==> src/rtl/shift_if.sv <==
// Command/data bundle between a datapath master and shift_engine.
// The master drives commands and load data; the engine returns register state and burst handshake.
interface shift_if #(
    parameter int N = 8,
    parameter int S = 1
);
    logic [2:0]   mode;
    logic         start;
    logic         burst_dir;
    logic [N-1:0] parallel_in;
    logic [S-1:0] ser_in;
    logic [N-1:0] parallel_out;
    logic [S-1:0] ser_out;
    logic         busy;
    logic         done;

    modport master (
        output mode, start, burst_dir, parallel_in, ser_in,
        input  parallel_out, ser_out, busy, done
    );

    modport slave (
        input  mode, start, burst_dir, parallel_in, ser_in,
        output parallel_out, ser_out, busy, done
    );
endinterface

==> src/rtl/shift_engine.sv <==
// Universal S-bit-step shift register with manual modes and an autonomous N/S-cycle burst serializer.
// All outputs are registered; reset is synchronous and active high.
module shift_engine #(
    parameter int N = 8,
    parameter int S = 1
) (
    input  logic   clk,
    input  logic   rst,
    shift_if.slave bus
);
    localparam int STEPS = N / S;
    localparam int CW    = $clog2(STEPS + 1);

    generate
        if (N < 2 || S < 1 || S >= N || (N % S) != 0) begin : g_bad_params
            $error("shift_engine: need N >= 2, 1 <= S < N and N %% S == 0");
        end
    endgenerate

    typedef enum logic {IDLE, BURST} state_t;

    state_t       state;
    logic [CW-1:0] cnt;
    logic         dir_q;
    logic [N-1:0] po;
    logic [S-1:0] so;
    logic         busy_q;
    logic         done_q;

    assign bus.parallel_out = po;
    assign bus.ser_out      = so;
    assign bus.busy         = busy_q;
    assign bus.done         = done_q;

    // Candidate next values shared by manual modes and the burst path.
    logic [N-1:0] lsr, lsl, rotr, rotl, asr;
    logic [S-1:0] lo_bits, hi_bits;

    always_comb begin
        lsr     = {bus.ser_in, po[N-1:S]};
        lsl     = {po[N-S-1:0], bus.ser_in};
        rotr    = {po[S-1:0], po[N-1:S]};
        rotl    = {po[N-S-1:0], po[N-1:N-S]};
        asr     = {{S{po[N-1]}}, po[N-1:S]};
        lo_bits = po[S-1:0];
        hi_bits = po[N-1:N-S];
    end

    always_ff @(posedge clk) begin
        if (rst) begin
            state  <= IDLE;
            cnt    <= '0;
            dir_q  <= 1'b0;
            po     <= '0;
            so     <= '0;
            busy_q <= 1'b0;
            done_q <= 1'b0;
        end else begin
            done_q <= 1'b0;
            case (state)
                IDLE: begin
                    if (bus.start) begin
                        po     <= bus.parallel_in;
                        so     <= '0;
                        dir_q  <= bus.burst_dir;
                        cnt    <= CW'(STEPS);
                        busy_q <= 1'b1;
                        state  <= BURST;
                    end else begin
                        case (bus.mode)
                            3'b001: begin po <= lsr;             so <= lo_bits; end
                            3'b010: begin po <= lsl;             so <= hi_bits; end
                            3'b011: begin po <= bus.parallel_in; so <= '0;      end
                            3'b100: begin po <= rotr;            so <= lo_bits; end
                            3'b101: begin po <= rotl;            so <= hi_bits; end
                            3'b110: begin po <= asr;             so <= lo_bits; end
                            default: so <= '0;
                        endcase
                    end
                end
                BURST: begin
                    // dir_q = 1 streams LSB first (shift right), otherwise MSB first.
                    if (dir_q) begin
                        po <= lsr;
                        so <= lo_bits;
                    end else begin
                        po <= lsl;
                        so <= hi_bits;
                    end
                    cnt <= cnt - CW'(1);
                    if (cnt == CW'(1)) begin
                        busy_q <= 1'b0;
                        done_q <= 1'b1;
                        state  <= IDLE;
                    end
                end
                default: state <= IDLE;
            endcase
        end
    end
endmodule

==> src/flat_wrapper.sv <==
// flat-port wrapper written by rule: the top's interface ports become plain ports
module shift_engine_flat 
#(
    parameter int N = 8,
    parameter int S = 1
)
  (clk, rst, bus_mode, bus_start, bus_burst_dir, bus_parallel_in, bus_ser_in, bus_parallel_out, bus_ser_out, bus_busy, bus_done);
  shift_if #(.N(N), .S(S)) bus_i ();
  input  logic clk;
  input  logic rst;
  input wire logic [$bits(bus_i.mode)-1:0] bus_mode;
  input wire logic [$bits(bus_i.start)-1:0] bus_start;
  input wire logic [$bits(bus_i.burst_dir)-1:0] bus_burst_dir;
  input wire logic [$bits(bus_i.parallel_in)-1:0] bus_parallel_in;
  input wire logic [$bits(bus_i.ser_in)-1:0] bus_ser_in;
  output wire logic [$bits(bus_i.parallel_out)-1:0] bus_parallel_out;
  output wire logic [$bits(bus_i.ser_out)-1:0] bus_ser_out;
  output wire logic [$bits(bus_i.busy)-1:0] bus_busy;
  output wire logic [$bits(bus_i.done)-1:0] bus_done;
  assign bus_i.mode = bus_mode;
  assign bus_i.start = bus_start;
  assign bus_i.burst_dir = bus_burst_dir;
  assign bus_i.parallel_in = bus_parallel_in;
  assign bus_i.ser_in = bus_ser_in;
  assign bus_parallel_out = bus_i.parallel_out;
  assign bus_ser_out = bus_i.ser_out;
  assign bus_busy = bus_i.busy;
  assign bus_done = bus_i.done;
  shift_engine #(.N(N), .S(S)) u_core (.clk(clk), .rst(rst), .bus(bus_i));
endmodule
==> config.mk <==
export PLATFORM = sky130hd
export DESIGN_NAME = shift_engine_flat
export DESIGN_NICKNAME = d
export VERILOG_FILES = /design/src/rtl/shift_if.sv /design/src/rtl/shift_engine.sv /design/src/flat_wrapper.sv
export SDC_FILE = /design/constraint.sdc
export NUM_CORES = 1
export LEC_CHECK = 0
export CORE_MARGIN = 2
export CORE_UTILIZATION = 50
export CTS_CLUSTER_SIZE = 40
export DETAILED_ROUTE_END_ITERATION = 6
export GPL_ROUTABILITY_DRIVEN = 0
export PLACE_DENSITY = 0.79
export SETUP_SLACK_MARGIN = 0.02
export SYNTH_ARGS = -nofsm -noshare
export SYNTH_HDL_FRONTEND = slang
export SYNTH_SLANG_ARGS = --single-unit
==> constraint.sdc <==
create_clock -name clk -period 1.7 [get_ports clk]
set_input_delay 0.255 -clock clk [delete_from_list [all_inputs] [get_ports clk]]
set_output_delay 0.255 -clock clk [all_outputs]
set_load 0.02 [all_outputs]
==> results of run 1 <==
## worst max path at each step
stage	slack, ns	start	cells past startpoint	end
4_1_cts	0.03	u_core.bus.parallel_out[7]	1	bus_parallel_out[7]
2_1_floorplan	0.41	u_core.state	5	u_core.bus.parallel_out[4]
3_5_place_dp	-0.29	bus_mode[0]	5	u_core.bus.parallel_out[0]
6_report	0.06	u_core.bus.parallel_out[1]	1	bus_parallel_out[1]
3_3_place_gp	-0.23	bus_mode[0]	5	u_core.bus.parallel_out[4]
5_1_grt	0.03	u_core.bus.parallel_out[1]	1	bus_parallel_out[1]
## layout make-up
class,instances,area share [%]
multi-input combinational,107,47.3
timing repair buffer,49,26.6
sequential,17,20.5
tap,28,2.11
inverter,8,1.81
clock buffer,4,1.58
## power by group through the flow
stage                     clock network [mW]  logic [mW]  registers, mW
after floorplan                            0       0.202          0.505
after global placement                     0       0.383          0.491
after detailed placement                   0       0.393          0.493
after CTS                              0.225       0.396          0.483
after global routing                   0.245       0.430          0.490
final                                  0.219       0.395          0.484
## cells in the final DEF (no fill, tap or decap), types with 3 or more instances in the layout
cell / count
o2bb2ai_1: 5
nor2_1: 13
nand2b_1: 3
mux2i_1: 4
a311oi_1: 4
clkdlybuf4s50_1: 21
nand2_1: 5
mux2_2: 4
a21oi_1: 12
inv_1: 8
buf_4: 23
o211ai_1: 6
clkbuf_4: 3
nand3b_1: 3
dlymetal6s2s_1: 4
dfxtp_1: 17
nor2b_1: 5
o21ai_0: 3
## state kept, by name, summed over array words and instances, names as in the netlist
name                     cells
u_core.cnt                   4
u_core.state                 1
u_core.bus.done              1
u_core.bus.parallel_out      8
u_core.dir_q                 1
u_core.bus.ser_out           1
u_core.bus.busy              1
## routing by layer
metal	up-vias	part of all wire, %
li1	607	-
met5	-	0
met4	0	0.73
met2	39	46
met3	4	6.7
met1	568	46
## stage by stage
| step | cell area [sq um] | util (%) | std cells |
|---|---|---|---|
| CTS | 1650 | 73.1 | 213 |
| floorplan | 1210 | - | 141 |
| detailed placement | 1620 | 72.0 | 209 |
| global placement | 1620 | 72.0 | 209 |
| global route | 1660 | 73.5 | 213 |
| finish | 1660 | 73.5 | 213 |
## kinds of logic (layout without fill, tap and decap cells)
group	Yosys count	count (layout)	synth area share [%]
AOI/OAI and AO/OA	49	49	32.2
and+or+nand+nor	46	46	22.2
DFF	17	17	28.2
buffers and inverters	17	61	6.84
muxes	8	8	7.05
adders and majority gates	2	2	2.07
xor gates and xnor gates	2	2	1.45
==> out/metrics.cfg, run 1 <==
[status]
status=completed

[sta]
setup_tns_ns=0
finalSetupViolCount=0
slew_headroom_pct=73.8
timing.clock.skew_ns=0.00165
layout_min_cycle_time_ns=1.64
worst_hold_slack_ns=0.502
max_freq_mhz=611
rsz0062_at_grt=no
post-route-worst-setup-slack_ns=0.0630
worst-slew-pin-transition_ns=0.393
slew_violations=0
part_of_the_cycle_the_worst_path_needs_pct=96.3
hold_violations=0

[critical_path]
worstReg2RegEnd=u_core.bus.parallel_out[6]
critical_path.top_delay_family=buffers and inverters
crit_path_cell_trace=clkdlybuf4s50_1
critPathMaxStageDelay_ns=0.64
critical_path_required_ns=1.44
worst_r2r_path_depth=4
critPathBufInv=1
reg2reg_from=u_core.state
worst_setup_path_start_kind=register
worst-endpoint-arrival_ns=1.38
timing_worst_setup_path_type=register to output port
critPathCaptureType=output port
critical_path_peak_fanout=6
r2r_setup_slk_ns=0.20
worst_path_max_delay_cell=clkdlybuf4s50_1

[grt]
grt_start_max_net_pins=11
grt_use_total_pct=26.4
wire_length_of_the_first_global_routing_pass_mm=5.44
globalRoute.totalOverflow=0
initial_antenna_violation_count=0
global_route.usage.met1_pct=36.0
busiest_layer=met2
first_global_vias=1187
grt.met2_usage_pct=41.7
grt_util_met3_pct=4.24

[yosys]
ys_seq_elements=17
synth_cell_type_count=50
synth_area_leaders=dfxtp_1, a21oi_1, nor2_1
syn_avg_cell_area_sq_um=8.56
synth.net_count=159
cell_type_with_the_highest_aggregate_area_in_the_netlist=dfxtp_1
yosysMostFrequentCell=dfxtp_1
area_of_the_mapped_netlist_sq_um=1210
synth_flop_cell=dfxtp_1
post_synthesis_cell_count=141
postSynth.asyncResetShare_pct=0
synth_top_area_share_pct=28.2
synth_edf_count=0
yosys_warnings=0
ys_seq_area_share_pct=28.2
synth_top_cells_by_count=dfxtp_1, nor2_1, a21oi_1

[finish]
final_layout_size_suffix_gt1_share_pct=22.7
register_area_sq_um=340
layout.nets=204
synthToLayoutAreaGrowth_pct=37.3
fillerInstances=177
n_antenna_cell=0
multi_input_area_sq_um=785

[route]
totalWireLength_mm=3.27
detail_route.drc_violations=0
vias_per_cell=5.72
avg_wl_per_cell_um=15.4
antenna_left=0
drtPass1Iterations=4
detailroute.via_count=1218
drt_first_iter_violations=27

[cts]
worst_setup_hold_path_clk_slew_ns=0.10
cts_setup_buffers=0
htreeDepth=1
post_cts_resized=1
cts_tree=yes
cts-hold-fix-buffers=0
source_to_sink_clock_delay_at_the_later_pin_of_the_worst_skew_pair_ns=0.29
tritoncts.num_buffers=3
ctsLongestPathBuffers=2
ctsRootBufferMaster=clkbuf_4
tritoncts_num_sinks=17

[worst_hold_path]
whs_endpoint=u_core.cnt[3]
worst_hold_path_type=register to register
hold_path_startpoint=u_core.cnt[3]
hold_path_depth=1

[floorplan]
initial_utilization_pct=53.6
dieHeight_um=53.1
io-pin-count=27
design.die.area_sq_um=2820
core.rowCount=17
fp.dieW_um=53.1
standard_cell_core_area_sq_um=2250

[placement]
place.port_buffers=26
detailed_placement_hpwl_mm=2.51
setup_slack_at_placement_ns=-0.292

[power]
power.share.combinational_pct=36.0
power.ir.vdd_worst_mv=0.640
power_density_nw_per_um2=662
power.leakage_nw=0.695
p_seq_share_pct=44.1
netSwitchingFraction_pct=32.8
clock_power_share_pct=19.9
internal-power_uw=738
switchingPower_uw=360
overall_power_mw=1.10

[flow_run]
max_cap_violations=0

Power figures use the tool's default switching activity.
==> run 2: changes to the inputs <==
--- a/config.mk
+++ b/config.mk
@@ -5,6 +5,7 @@
 export SDC_FILE = /design/constraint.sdc
 export NUM_CORES = 1
 export LEC_CHECK = 0
+export ABC_CLOCK_PERIOD_IN_PS = 1700
 export CORE_MARGIN = 2
 export CORE_UTILIZATION = 50
 export CTS_CLUSTER_SIZE = 40
==> results of run 2 <==
Same layout as run 1: the final DEF is identical, and so are final timing and power.
==> run 3: changes to the inputs <==
--- a/config.mk
+++ b/config.mk
@@ -11,6 +11,7 @@
 export CTS_CLUSTER_SIZE = 40
 export DETAILED_ROUTE_END_ITERATION = 6
 export GPL_ROUTABILITY_DRIVEN = 0
+export MAX_ROUTING_LAYER = met4
 export PLACE_DENSITY = 0.79
 export SETUP_SLACK_MARGIN = 0.02
 export SYNTH_ARGS = -nofsm -noshare
==> run 3 against run 2 <==
  * Clock skew hardly changed
  * Sequential cell count unchanged
  * Sequential share of layout area unchanged
  * Largest cell class unchanged
  * Hold slack about the same
  * Total power hardly changed
  * First-iteration DRC count is 3.7% lower
  * Sequential power about the same
  * Die area unchanged
  * Combinational power is essentially flat
  * Register-to-register slack about the same
  * Via count is 0.49% higher
  * Global-route usage rose by 0.67 points
==> out/metrics.cfg, run 3 (synthesis results as in run 1) <==
[floorplan]
fp.dieW_um=53.1  ; unchanged
io-pin-count=27  ; unchanged
core.rowCount=17  ; unchanged
initial_utilization_pct=53.6  ; unchanged
standard_cell_core_area_sq_um=2250  ; unchanged
dieHeight_um=53.1  ; unchanged
design.die.area_sq_um=2820  ; unchanged

[power]
power.leakage_nw=0.695  ; unchanged
power_density_nw_per_um2=662  ; about the same
overall_power_mw=1.10  ; about the same
power.ir.vdd_worst_mv=0.640  ; about the same

[cts]
source_to_sink_clock_delay_at_the_later_pin_of_the_worst_skew_pair_ns=0.29  ; about the same
post_cts_resized=1  ; unchanged
tritoncts_num_sinks=17  ; unchanged
cts_tree=yes  ; unchanged
tritoncts.num_buffers=3  ; unchanged
cts-hold-fix-buffers=0  ; unchanged
worst_setup_hold_path_clk_slew_ns=0.10  ; about the same
htreeDepth=1  ; unchanged
cts_setup_buffers=0  ; unchanged
ctsRootBufferMaster=clkbuf_4  ; unchanged
ctsLongestPathBuffers=2  ; unchanged

[critical_path]
critPathCaptureType=output port  ; unchanged
critical_path_required_ns=1.44  ; about the same
critPathMaxStageDelay_ns=0.64  ; about the same
worst_setup_path_start_kind=register  ; unchanged
worst_path_max_delay_cell=clkdlybuf4s50_1  ; unchanged
critical_path.top_delay_family=buffers and inverters  ; unchanged
critical_path_peak_fanout=6  ; unchanged
worst-endpoint-arrival_ns=1.38  ; about the same
critPathBufInv=1  ; unchanged
crit_path_cell_trace=clkdlybuf4s50_1  ; unchanged
timing_worst_setup_path_type=register to output port  ; unchanged

[sta]
max_freq_mhz=610  ; was 611 MHz
post-route-worst-setup-slack_ns=0.0619  ; was 0.0630 ns
part_of_the_cycle_the_worst_path_needs_pct=96.4  ; was 96.3%
worst-slew-pin-transition_ns=0.388  ; was 0.393 ns
finalSetupViolCount=0  ; unchanged
slew_violations=0  ; unchanged
timing.clock.skew_ns=0.00208  ; was 0.00165 ns
layout_min_cycle_time_ns=1.64  ; about the same
hold_violations=0  ; unchanged
rsz0062_at_grt=no  ; unchanged
slew_headroom_pct=74.1  ; was 73.8%

[finish]
layout_commonest_cell=buf_4  ; unchanged
synthToLayoutAreaGrowth_pct=37.3  ; unchanged
post-route-util_pct=73.5  ; unchanged
layout.nets=204  ; unchanged
fillerInstances=177  ; unchanged
n_antenna_cell=0  ; unchanged
post-route-cell-area_sq_um=1660  ; unchanged
final_layout_size_suffix_gt1_share_pct=22.7  ; unchanged
mostFrequentLayoutCells=buf_4, clkdlybuf4s50_1, dfxtp_1, nor2_1, a21oi_1  ; unchanged
number_of_flip_flops_under_the_largest_register_name=8  ; unchanged

[flow_run]
max_cap_violations=0  ; unchanged

[grt]
globalRoute.totalOverflow=0  ; unchanged
grt_use_total_pct=27.1  ; was 26.4%
first_global_vias=1188  ; was 1187
initial_antenna_violation_count=0  ; unchanged
wire_length_of_the_first_global_routing_pass_mm=5.44  ; unchanged
grt_start_max_net_pins=11  ; unchanged

[route]
drtPass1Iterations=4  ; unchanged
drt_first_iter_violations=26  ; was 27
avg_wl_per_cell_um=15.3  ; was 15.4 um
antenna_left=0  ; unchanged
totalWireLength_mm=3.27  ; about the same
vias_per_cell=5.75  ; was 5.72
detail_route.drc_violations=0  ; unchanged
detailroute.via_count=1224  ; was 1218

[placement]
placed_area_sq_um=1620  ; unchanged
detailed_placement_hpwl_mm=2.51  ; unchanged
place.port_buffers=26  ; unchanged
setup_slack_at_placement_ns=-0.292  ; unchanged

[worst_hold_path]
worst_hold_path_type=register to register  ; unchanged

[status]
status=completed  ; unchanged

==> run 3: layout make-up <==
cell class,instances,area (sq um),share of cell area [%]
multi-input combinational,107,785,47.3
timing repair buffer,49,442,26.6
sequential,17,340,20.5
tap,28,35.0,2.11
inverter,8,30.0,1.81
clock buffer,4,26.3,1.58
==> run 3: path summary, 6_finish.rpt <==
| kind | cells past startpoint | start | slack (ns) | to |
|---|---|---|---|---|
| worst max-delay path | 1 | u_core.bus.parallel_out[1] | 0.06 | bus_parallel_out[1] |
| worst min register to register | 1 | u_core.cnt[3] | 0.50 | u_core.cnt[3] |
| worst min-delay path | 1 | u_core.cnt[3] | 0.50 | u_core.cnt[3] |
| worst max register to register | 4 | u_core.state | 0.20 | u_core.bus.parallel_out[6] |
==> run 3: report_power, final <==
part,internal [mW],switching (mW),total (mW),leakage (nW)
logic,0.211,0.183,0.395,0.539
registers,0.435,0.0483,0.484,0.141
clock network,0.0912,0.128,0.219,0.0150
==> run 3: through the flow <==
step | hold WS [ns] | TNS (ns) | cells
after CTS | 0.507 | 0 | 213
after global routing | 0.550 | 0 | 213
final | 0.502 | 0 | 213
after floorplan | 0.402 | 0 | 141
after detailed placement | 0.481 | -1.87 | 209
after global placement | 0.473 | -1.47 | 209
==> run 3: metal layers <==
metal / share of wire, % / GRT usage (%) / up-vias / routed length, um
li1: - / - / 608 / -
met1: 46 / 36.0 / 571 / 1510
met2: 46 / 41.7 / 41 / 1500
met3: 6.9 / 4.24 / 4 / 226
met4: 0.89 / 9.40 / 0 / 29
met5: 0 / - / - / 0
